## src/rtl/bus_pkg.sv

```systemverilog
// Shared types and constants for the registered bus multiplexer.
package bus_pkg;

  typedef enum logic [1:0] {
    IDLE  = 2'd0,
    DRIVE = 2'd1,
    FAULT = 2'd2
  } bus_state_e;

  localparam int NUM_SRC_DEF = 24;
  localparam int DATA_W_DEF  = 32;

  localparam int PRIORITY_FAULT = 0;
  localparam int PRIORITY_LOW   = 1;

endpackage

```

## src/rtl/onehot_encoder.sv

```systemverilog
// Combinational decode of a source-enable vector: lowest set index, zero and multi-hot flags.
module onehot_encoder #(
  parameter int NUM_SRC = 24,
  parameter int SEL_W   = $clog2(NUM_SRC)
) (
  input  logic [NUM_SRC-1:0] en_i,
  output logic [SEL_W-1:0]   idx_o,
  output logic               zero_o,
  output logic               multi_o
);

  always_comb begin
    idx_o = '0;
    // Scan downward so the lowest set bit is the last one written.
    for (int i = NUM_SRC - 1; i >= 0; i--) begin
      if (en_i[i]) idx_o = SEL_W'(i);
    end
  end

  assign zero_o  = ~|en_i;
  // Clearing the lowest set bit leaves something only if two or more were set.
  assign multi_o = |(en_i & (en_i - NUM_SRC'(1)));

endmodule

```

## src/rtl/bus_mux_reg.sv

```systemverilog
// Registered one-hot bus multiplexer with conflict detection, fault FSM, stall and saturating conflict counter.
// Optional macro BUS_MUX_PARITY_EN adds a registered even-parity output bus_parity.
module bus_mux_reg
  import bus_pkg::*;
#(
  parameter int NUM_SRC       = NUM_SRC_DEF,
  parameter int DATA_W        = DATA_W_DEF,
  parameter int SEL_W         = $clog2(NUM_SRC),
  parameter int PRIORITY_MODE = PRIORITY_FAULT,
  parameter int CNT_W         = 8
) (
  input  logic                      clk,
  input  logic                      clr,
  input  logic [NUM_SRC-1:0]        src_en,
  input  logic [NUM_SRC*DATA_W-1:0] src_data,
  input  logic                      stall,
  input  logic                      err_clr,
  output logic [DATA_W-1:0]         bus_out,
  output logic                      bus_valid,
  output logic [SEL_W-1:0]          bus_src,
  output logic                      conflict,
  output logic                      conflict_sticky,
  output logic [CNT_W-1:0]          conflict_count
`ifdef BUS_MUX_PARITY_EN
  ,
  output logic                      bus_parity
`endif
);

  logic [SEL_W-1:0]  hot_idx;
  logic              hot_zero;
  logic              hot_multi;
  logic [DATA_W-1:0] words [NUM_SRC];
  logic [DATA_W-1:0] sel_word;

  bus_state_e        state_q, state_d;
  logic [DATA_W-1:0] bus_out_q, bus_out_d;
  logic              bus_valid_q, bus_valid_d;
  logic [SEL_W-1:0]  bus_src_q, bus_src_d;
  logic              conflict_q, conflict_d;
  logic              sticky_q, sticky_d;
  logic [CNT_W-1:0]  count_q, count_d;

  onehot_encoder #(
    .NUM_SRC (NUM_SRC),
    .SEL_W   (SEL_W)
  ) u_enc (
    .en_i    (src_en),
    .idx_o   (hot_idx),
    .zero_o  (hot_zero),
    .multi_o (hot_multi)
  );

  for (genvar g = 0; g < NUM_SRC; g++) begin : g_words
    assign words[g] = src_data[g*DATA_W +: DATA_W];
  end

  assign sel_word = words[hot_idx];

  always_comb begin
    state_d     = state_q;
    bus_out_d   = bus_out_q;
    bus_valid_d = bus_valid_q;
    bus_src_d   = bus_src_q;
    conflict_d  = 1'b0;
    sticky_d    = sticky_q;
    count_d     = count_q;

    if (!stall) begin
      case (state_q)
        IDLE, DRIVE: begin
          if (hot_zero) begin
            state_d     = IDLE;
            bus_valid_d = 1'b0;
          end else if (hot_multi && (PRIORITY_MODE == PRIORITY_FAULT)) begin
            state_d     = FAULT;
            bus_valid_d = 1'b0;
          end else begin
            state_d     = DRIVE;
            bus_out_d   = sel_word;
            bus_src_d   = hot_idx;
            bus_valid_d = 1'b1;
          end
        end
        FAULT: begin
          bus_valid_d = 1'b0;
          if (err_clr) state_d = IDLE;
        end
        default: begin
          state_d     = IDLE;
          bus_valid_d = 1'b0;
        end
      endcase

      // A new conflict outranks an acknowledge in the same cycle.
      if (hot_multi) begin
        conflict_d = 1'b1;
        sticky_d   = 1'b1;
        if (count_q != {CNT_W{1'b1}}) count_d = count_q + CNT_W'(1);
      end else if (err_clr) begin
        sticky_d = 1'b0;
      end
    end
  end

  always_ff @(posedge clk) begin
    if (clr) begin
      state_q     <= IDLE;
      bus_out_q   <= '0;
      bus_valid_q <= 1'b0;
      bus_src_q   <= '0;
      conflict_q  <= 1'b0;
      sticky_q    <= 1'b0;
      count_q     <= '0;
    end else begin
      state_q     <= state_d;
      bus_out_q   <= bus_out_d;
      bus_valid_q <= bus_valid_d;
      bus_src_q   <= bus_src_d;
      conflict_q  <= conflict_d;
      sticky_q    <= sticky_d;
      count_q     <= count_d;
    end
  end

  assign bus_out         = bus_out_q;
  assign bus_valid       = bus_valid_q;
  assign bus_src         = bus_src_q;
  assign conflict        = conflict_q;
  assign conflict_sticky = sticky_q;
  assign conflict_count  = count_q;

`ifdef BUS_MUX_PARITY_EN
  logic parity_q;

  // Parity follows whatever word bus_out is about to hold, so it loads and holds with it.
  always_ff @(posedge clk) begin
    if (clr) parity_q <= 1'b0;
    else     parity_q <= ^bus_out_d;
  end

  assign bus_parity = parity_q;
`endif

endmodule

```

## config.mk

```make
export PLATFORM = sky130hd
export DESIGN_NAME = bus_mux_reg
export DESIGN_NICKNAME = d
export VERILOG_FILES = /design/src/rtl/bus_pkg.sv /design/src/rtl/onehot_encoder.sv /design/src/rtl/bus_mux_reg.sv
export SDC_FILE = /design/constraint.sdc
export NUM_CORES = 1
export LEC_CHECK = 0
export CORE_AREA = 3 3 327 329
export CTS_CLUSTER_SIZE = 14
export DETAILED_ROUTE_END_ITERATION = 8
export DIE_AREA = 0 0 330 332
export GPL_TIMING_DRIVEN = 1
export PLACE_DENSITY_LB_ADDON = 0.15
export SKIP_LAST_GASP = 1
export SYNTH_ARGS = -nofsm -noshare
export SYNTH_HDL_FRONTEND = slang
export SYNTH_SLANG_ARGS = --single-unit
```

## constraint.sdc

```tcl
create_clock -name clk -period 2.99 [get_ports clk]
set_clock_uncertainty 0.1 [all_clocks]
set_input_delay 0.4485 -clock clk [delete_from_list [all_inputs] [get_ports clk]]
set_output_delay 0.4485 -clock clk [all_outputs]
set_load 0.1 [all_outputs]
```

==> results.json, run 1 <==
{
  "initial_utilization_pct": 9.220,
  "startpoint_type": "primary input",
  "violations": "negative setup slack",
  "die_h_microns": 332,
  "wire_per_inst_microns": 28.66,
  "cts_buffers": 5,
  "drive_gt1_share_pct": 30.11,
  "clk_path_buf_depth": 2,
  "hpwl_microns": 92300,
  "htree_levels": 2,
  "vdd_ir_drop_max_v": 0.0001983,
  "final_util_pct": 25.10,
  "place.gp.congestion": 0.9125,
  "synth_area_leader_cell": "dfxtp_1",
  "hold_end": "bus_out[6]$_SDFFE_PP0P_",
  "synth_area_leaders": "dfxtp_1 (10%), nand2_1 (8.8%), mux2i_1 (8.5%)",
  "period_needed_ps": 3291,
  "crit_family": "buffers and inverters",
  "path_buf_inv": 9,
  "dieArea_sq_um": 109600,
  "grt_pass1_vias": 18710,
  "min_path_type": "flop to flop",
  "maxSlewViolCount": 0,
  "grt_max_degree": 125,
  "synth_fp_nets": 2275,
  "p_per_area_nw_per_um2": 188.5,
  "avgSynthCellArea_sq_um": 6.474,
  "crit_required_ps": 3100,
  "syn_inst": 1478,
  "num_rows": 118,
  "antenna_left": 0,
  "criticalPathCategory": "primary input to flop",
  "dr_total_vias": 17690,
  "worst_slew_pin_slew_ps": 837.0,
  "num-fill-cells": 11250,
  "hold_ws_ps": 404.4,
  "layout_setup_ws_ps": -301.0,
  "max_freq_mhz": 303.9,
  "worst-path-max-fanout": 9,
  "crit_slowest_cell": "or4_4",
  "cts-root-buf": "clkbuf_16",
  "placed_area_sq_um": 22390,
  "clock_latency_ps": 330,
  "yosys_warnings": 0,
  "area_delta_synth_final_pct": 172.3,
  "antenna_found_initial": 20,
  "timing.reg2reg.setup_slack_ps": 1030,
  "synthArstFlopShare_pct": 0,
  "avgViaCountPerCell": 4.401,
  "min_from": "bus_out[6]$_SDFFE_PP0P_",
  "clk_pin_slew_ps": 90,
  "fin_nets": 3426,
  "ys.flop_type": "dfxtp_1",
  "p_leak_nw": 9.720,
  "port_buffers": 843,
  "rr_worst_depth": 6,
  "hold_depth": 2,
  "drt_iter0_markers": 1029,
  "status": "finished with violations",
  "synth_most_common_cell": "nand2_1",
  "fin_cells": 4020,
  "fin_crit_sh_pct": 110.1,
  "fp.coreArea_sq_um": 103800,
  "routed_wl_microns": 115200,
  "yosys-top-cells-count": "nand2_1 (225), nor3_1 (131), clkbuf_1 (128)",
  "dp.cells": 3880,
  "synth.distinct_cells": 62,
  "drc_errors": 0,
  "die_w_microns": 330,
  "firstDrtPassIters": 5,
  "syn_area_sq_um": 9569,
  "regArea_sq_um": 1001,
  "cp-end-kind": "flop",
  "hold_violations": 0,
  "power_mw": 4.912,
  "cp_slowest_stage_delay_ps": 530,
  "multiInputGateArea_sq_um": 9572,
  "io_pins": 844,
  "timing.rr.end": "conflict_count[5]$_SDFFE_PP0P_",
  "critPathArrivalTime_ps": 3400,
  "yosysSeqAreaShare_pct": 10.46,
  "overflow": 0,
  "globalRouteTotalUtil_pct": 19.86,
  "r2r_start": "conflict_count[0]$_SDFFE_PP0P_",
  "crit_top_cell": "buf_6",
  "cts.sinks": 50,
  "cts_tree": "yes",
  "rsz0062_at_grt": "yes",
  "fin_area_sq_um": 26060,
  "synth-edff-count": 0,
  "synth_top_area_share_pct": 10.46,
  "relSlewSlack_pct": 44.20,
  "yosys_register_bits": 50,
  "setup_viol": 39,
  "crit_chain": "buf_8 -> buf_6 -> or4_4 -> buf_4 -> a211o_4 -> buf_6 -> o21ai_4 -> buf_6 -> buf_12 -> a211oi_4 -> buf_12 -> buf_16 -> buf_4 -> a221oi_1 -> a31oi_1 -> a22oi_1 -> a311oi_2",
  "fin_tns_setup_ps": -8557,
  "grt_pass1_wl_microns": 153600,
  "post-place-ws_ps": -1815,
  "drv_cap": 0
}
## layout make-up
type | instances | share of cell area, %
diodes | 10 | 0.09604
clock buffers | 5 | 0.4802
clock inverters | 3 | 0.1104
inverters | 11 | 0.1681
multi-input cells | 1248 | 36.73
flip-flops and latches | 50 | 3.842
well taps | 1380 | 6.627
repair buffers | 1313 | 51.94
## tightest hold or removal path, cell delays in order, from the launching register on
cell      delay [ps]
dfxtp_1          330
nor2_2            90
a311oi_1          40
## cells by family (layout without fill, tap and decap cells)
kind of cell / after synthesis / in the layout / share of synthesized area [%]
mux: 81 / 81 / 8.473
flops: 50 / 50 / 10.46
buf+inv: 180 / 1332 / 7.531
other cells: 0 / 10 / 0
compound gates: 548 / 548 / 41.66
simple gates: 614 / 614 / 31.37
fa+ha+maj: 2 / 2 / 0.2353
xor+xnor: 3 / 3 / 0.2746
## layout by cell type, fill, tap and decap left out, types with 21 or more instances in the layout
master / Yosys / layout
a211oi_1: 73 / 41
a211oi_2: 0 / 21
a21oi_1: 82 / 77
a221o_1: 27 / 27
a221oi_1: 63 / 37
a22oi_2: 0 / 22
a311oi_1: 32 / 23
a31oi_1: 96 / 69
and3_1: 71 / 65
buf_12: 0 / 73
buf_4: 1 / 354
buf_6: 0 / 60
clkdlybuf4s50_1: 0 / 770
dfxtp_1: 50 / 50
mux2i_1: 81 / 78
nand2_1: 225 / 221
nor2_1: 63 / 37
nor2b_1: 68 / 67
nor3_1: 131 / 119
o211ai_1: 25 / 25
o31ai_1: 64 / 37
## layer usage
layer	GRT usage [%]	up-vias	part of all wire, %
li1	-	8111	-
met5	0	-	0.047
met3	3.068	68	5.0
met4	2.558	8	1.2
met2	37.74	670	53
met1	23.74	8837	41
## power breakdown
group | switching [mW] | internal (mW)
Clock | 0.387 | 0.324
Sequential | 0.00580 | 0.671
Combinational | 1.55 | 1.97
## flip-flops by register name (all words and copies together) (netlist names)
signal           flops
conflict_sticky      1
bus_valid            1
conflict_count       8
bus_src              5
state_q              2
conflict             1
bus_out             32
## repair_timing
action	in CTS	in global routing
buffers inserted	106	13
hold buffers	0	0
pin swaps	106	49
endpoints found under the setup margin	50	44
resized for setup	398	80
cloned	18	2
## worst max path at each step
| stage | start | to | depth (start not counted) |
|---|---|---|---|
| 4_1_cts | src_en[6] | bus_out[29]$_SDFFE_PP0P_ | 16 |
| 3_3_place_gp | src_en[6] | bus_out[27]$_SDFFE_PP0P_ | 12 |
| 6_report | src_en[6] | bus_out[11]$_SDFFE_PP0P_ | 17 |
| 5_1_grt | src_en[6] | bus_out[21]$_SDFFE_PP0P_ | 15 |
| 3_5_place_dp | src_en[6] | bus_out[27]$_SDFFE_PP0P_ | 12 |
| 2_1_floorplan | src_en[2] | bus_out[0]$_SDFFE_PP0P_ | 10 |
Power figures use the tool's default switching activity.
==> run 2, diff against run 1 <==
--- a/config.mk
+++ b/config.mk
@@ -5,10 +5,10 @@
 export SDC_FILE = /design/constraint.sdc
 export NUM_CORES = 1
 export LEC_CHECK = 0
-export CORE_AREA = 3 3 327 329
+export CORE_AREA = 3 3 331 333
 export CTS_CLUSTER_SIZE = 14
 export DETAILED_ROUTE_END_ITERATION = 8
-export DIE_AREA = 0 0 330 332
+export DIE_AREA = 0 0 334 336
 export GPL_TIMING_DRIVEN = 1
 export PLACE_DENSITY_LB_ADDON = 0.15
 export SKIP_LAST_GASP = 1
==> constraint.sdc (replaced) <==
create_clock -name clk -period 3.6 [get_ports clk]
set_clock_uncertainty 0.1 [all_clocks]
set_input_delay 0.54 -clock clk [delete_from_list [all_inputs] [get_ports clk]]
set_output_delay 0.54 -clock clk [all_outputs]
set_load 0.1 [all_outputs]
==> results.json, run 2 (synthesized netlist as in run 1, its figures left out) <==
{
  "rsz0062_at_grt": "yes",
  "crit_cells": 13,
  "clk_path_buf_depth": 2,
  "drv_cap": 0,
  "maxSlewViolCount": 0,
  "num_rows": 120,
  "cts_tree": "yes",
  "p_switching_mw": 1.556,
  "largest_register_ffs": 32,
  "pwr-share-comb_pct": 69.9,
  "p_seq_share_pct": 14.5,
  "cp_slowest_stage_delay_ps": 430,
  "relSlewSlack_pct": 14.17,
  "area_delta_synth_final_pct": 154.9,
  "holdBufCountCts": 0,
  "timing.reg2reg.setup_slack_ps": 1700,
  "crit_slowest_cell": "or3_1",
  "power_mw": 3.884,
  "clk_pin_slew_ps": 100,
  "p_per_area_nw_per_um2": 159.2,
  "worst-path-max-fanout": 13,
  "fin_tns_setup_ps": 0,
  "avgViaCountPerCell": 4.328,
  "io_pins": 844,
  "drt_iter0_markers": 1036,
  "place.gp.congestion": 0.8980,
  "drive_gt1_share_pct": 23.02,
  "hold_depth": 2,
  "rr_worst_depth": 6,
  "clockPowerShare_pct": 15.6,
  "grt_pass1_vias": 17790,
  "criticalPathCategory": "primary input to flop",
  "intPower_mw": 2.328,
  "worst_slew_pin_slew_ps": 1283,
  "crit_chain": "dlygate4sd2_1 -> or3_1 -> or3_4 -> o22ai_1 -> buf_4 -> a21o_2 -> buf_12 -> buf_4 -> buf_4 -> nor3_1 -> o31ai_1 -> a22oi_2 -> a311oi_1",
  "fin_cells": 3978,
  "wire_per_inst_microns": 29.04,
  "grt_pass1_wl_microns": 149500,
  "critPathArrivalTime_ps": 3670,
  "dr_total_vias": 17220,
  "vdd_ir_drop_max_v": 0.0001824,
  "path_buf_inv": 5,
  "hold_violations": 0,
  "port_buffers": 843,
  "htree_levels": 2,
  "setup_viol": 0,
  "cp-end-kind": "flop",
  "dieArea_sq_um": 112200,
  "p_leak_nw": 8.977,
  "period_needed_ps": 3526,
  "crit_family": "compound AO/OA/AOI/OAI gates",
  "firstDrtPassIters": 5,
  "final_common_cell": "clkdlybuf4s50_1",
  "cts_buffers": 5,
  "grt_max_degree": 125,
  "dp.cells": 3874,
  "cts-root-buf": "clkbuf_16",
  "clock_latency_ps": 330,
  "drc_errors": 0,
  "crit_top_cell": "buf_4",
  "crit_required_ps": 3750,
  "fin_crit_sh_pct": 97.94,
  "die_w_microns": 334,
  "die_h_microns": 336,
  "cts.sinks": 50,
  "routed_wl_microns": 115500,
  "placed_area_sq_um": 22090,
  "startpoint_type": "primary input",
  "min_path_type": "flop to flop",
  "fin_nets": 3355,
  "num-fill-cells": 11810,
  "final_cell_mix": "clkdlybuf4s50_1 (802), buf_4 (329), nand2_1 (222), nor3_1 (125), a21oi_1 (81)",
  "swShare_pct": 40.06,
  "max_freq_mhz": 283.6,
  "status": "completed",
  "globalRouteTotalUtil_pct": 19.12,
  "initial_utilization_pct": 8.951,
  "antenna_left": 0,
  "fin_area_sq_um": 24390,
  "overflow": 0,
  "fp.coreArea_sq_um": 106900,
  "hpwl_microns": 91760,
  "antenna_found_initial": 34
}
-- run 2: changes by cell type in the layout (fill, tap and decap cells not counted), sizes merged, moves of 5 or more --
cell,delta
clkdlybuf4s50,+32
clkbuf,+5
dlygate4sd2,+11
diode,+6
buf,-116
clkdlybuf4s15,-5
-- run 2: worst paths after layout --
check,startpoint,to
hold reg to reg,conflict_sticky$_SDFFE_PP0P_,conflict_sticky$_SDFFE_PP0P_
setup reg to reg,conflict_count[0]$_SDFFE_PP0P_,conflict_count[5]$_SDFFE_PP0P_
setup / recovery,src_en[10],bus_out[0]$_SDFFE_PP0P_
hold / removal,conflict_sticky$_SDFFE_PP0P_,conflict_sticky$_SDFFE_PP0P_
-- run 2: tightest hold or removal path: stages, from the launching register on --
cell     delay (ps)
dfxtp_1         320
o21ai_0          70
a21oi_1          60
-- run 2: power by group through the flow --
stage	clock, mW	combinational (mW)	sequential, mW
after global placement	0	2.48	0.575
after CTS	0.656	2.71	0.562
after detailed placement	0	2.47	0.575
final	0.605	2.72	0.562
after global routing	0.660	2.89	0.563
after floorplan	0	0.695	0.602
-- run 2: layer usage --
metal	global-route usage, %	vias up	wire length [microns]
met5	0	-	99
met4	3.411	14	1787
met3	3.026	72	6425
met2	35.95	691	60310
met1	22.96	8450	46920
li1	-	7991	-
-- run 2: layout make-up --
type                            count  area, sq um  area share, %
Antenna cell                       16        40.04         0.1642
Clock buffer                        5        125.1         0.5130
Clock inverter                      3        28.78         0.1180
Inverter                           11        41.29         0.1693
Multi-Input combinational cell   1248         8877          36.40
Sequential cell                    50         1001          4.104
Tap cell                         1403         1755          7.197
Timing Repair Buffer             1242        12520          51.34
-- run 2: what timing repair did --
action / CTS / global route
buffers inserted: 45 / 18
gates resized for setup: 170 / 46
setup endpoints to repair: 37 / 37
pin swaps: 39 / 33
cloned: 12 / 5
-- run 2: per-stage QoR --
| step | util, % | hold slack, ps | worst slack [ps] |
|---|---|---|---|
| floorplan | - | 361.1 | 411.1 |
| CTS | 22.29 | 390.3 | 11.33 |
| finish | 22.82 | 384.9 | 74.06 |
| global route | 22.80 | 424.4 | -62.58 |
| detailed placement | 20.66 | 376.5 | -1252 |
| global placement | 20.66 | 372.3 | -1272 |
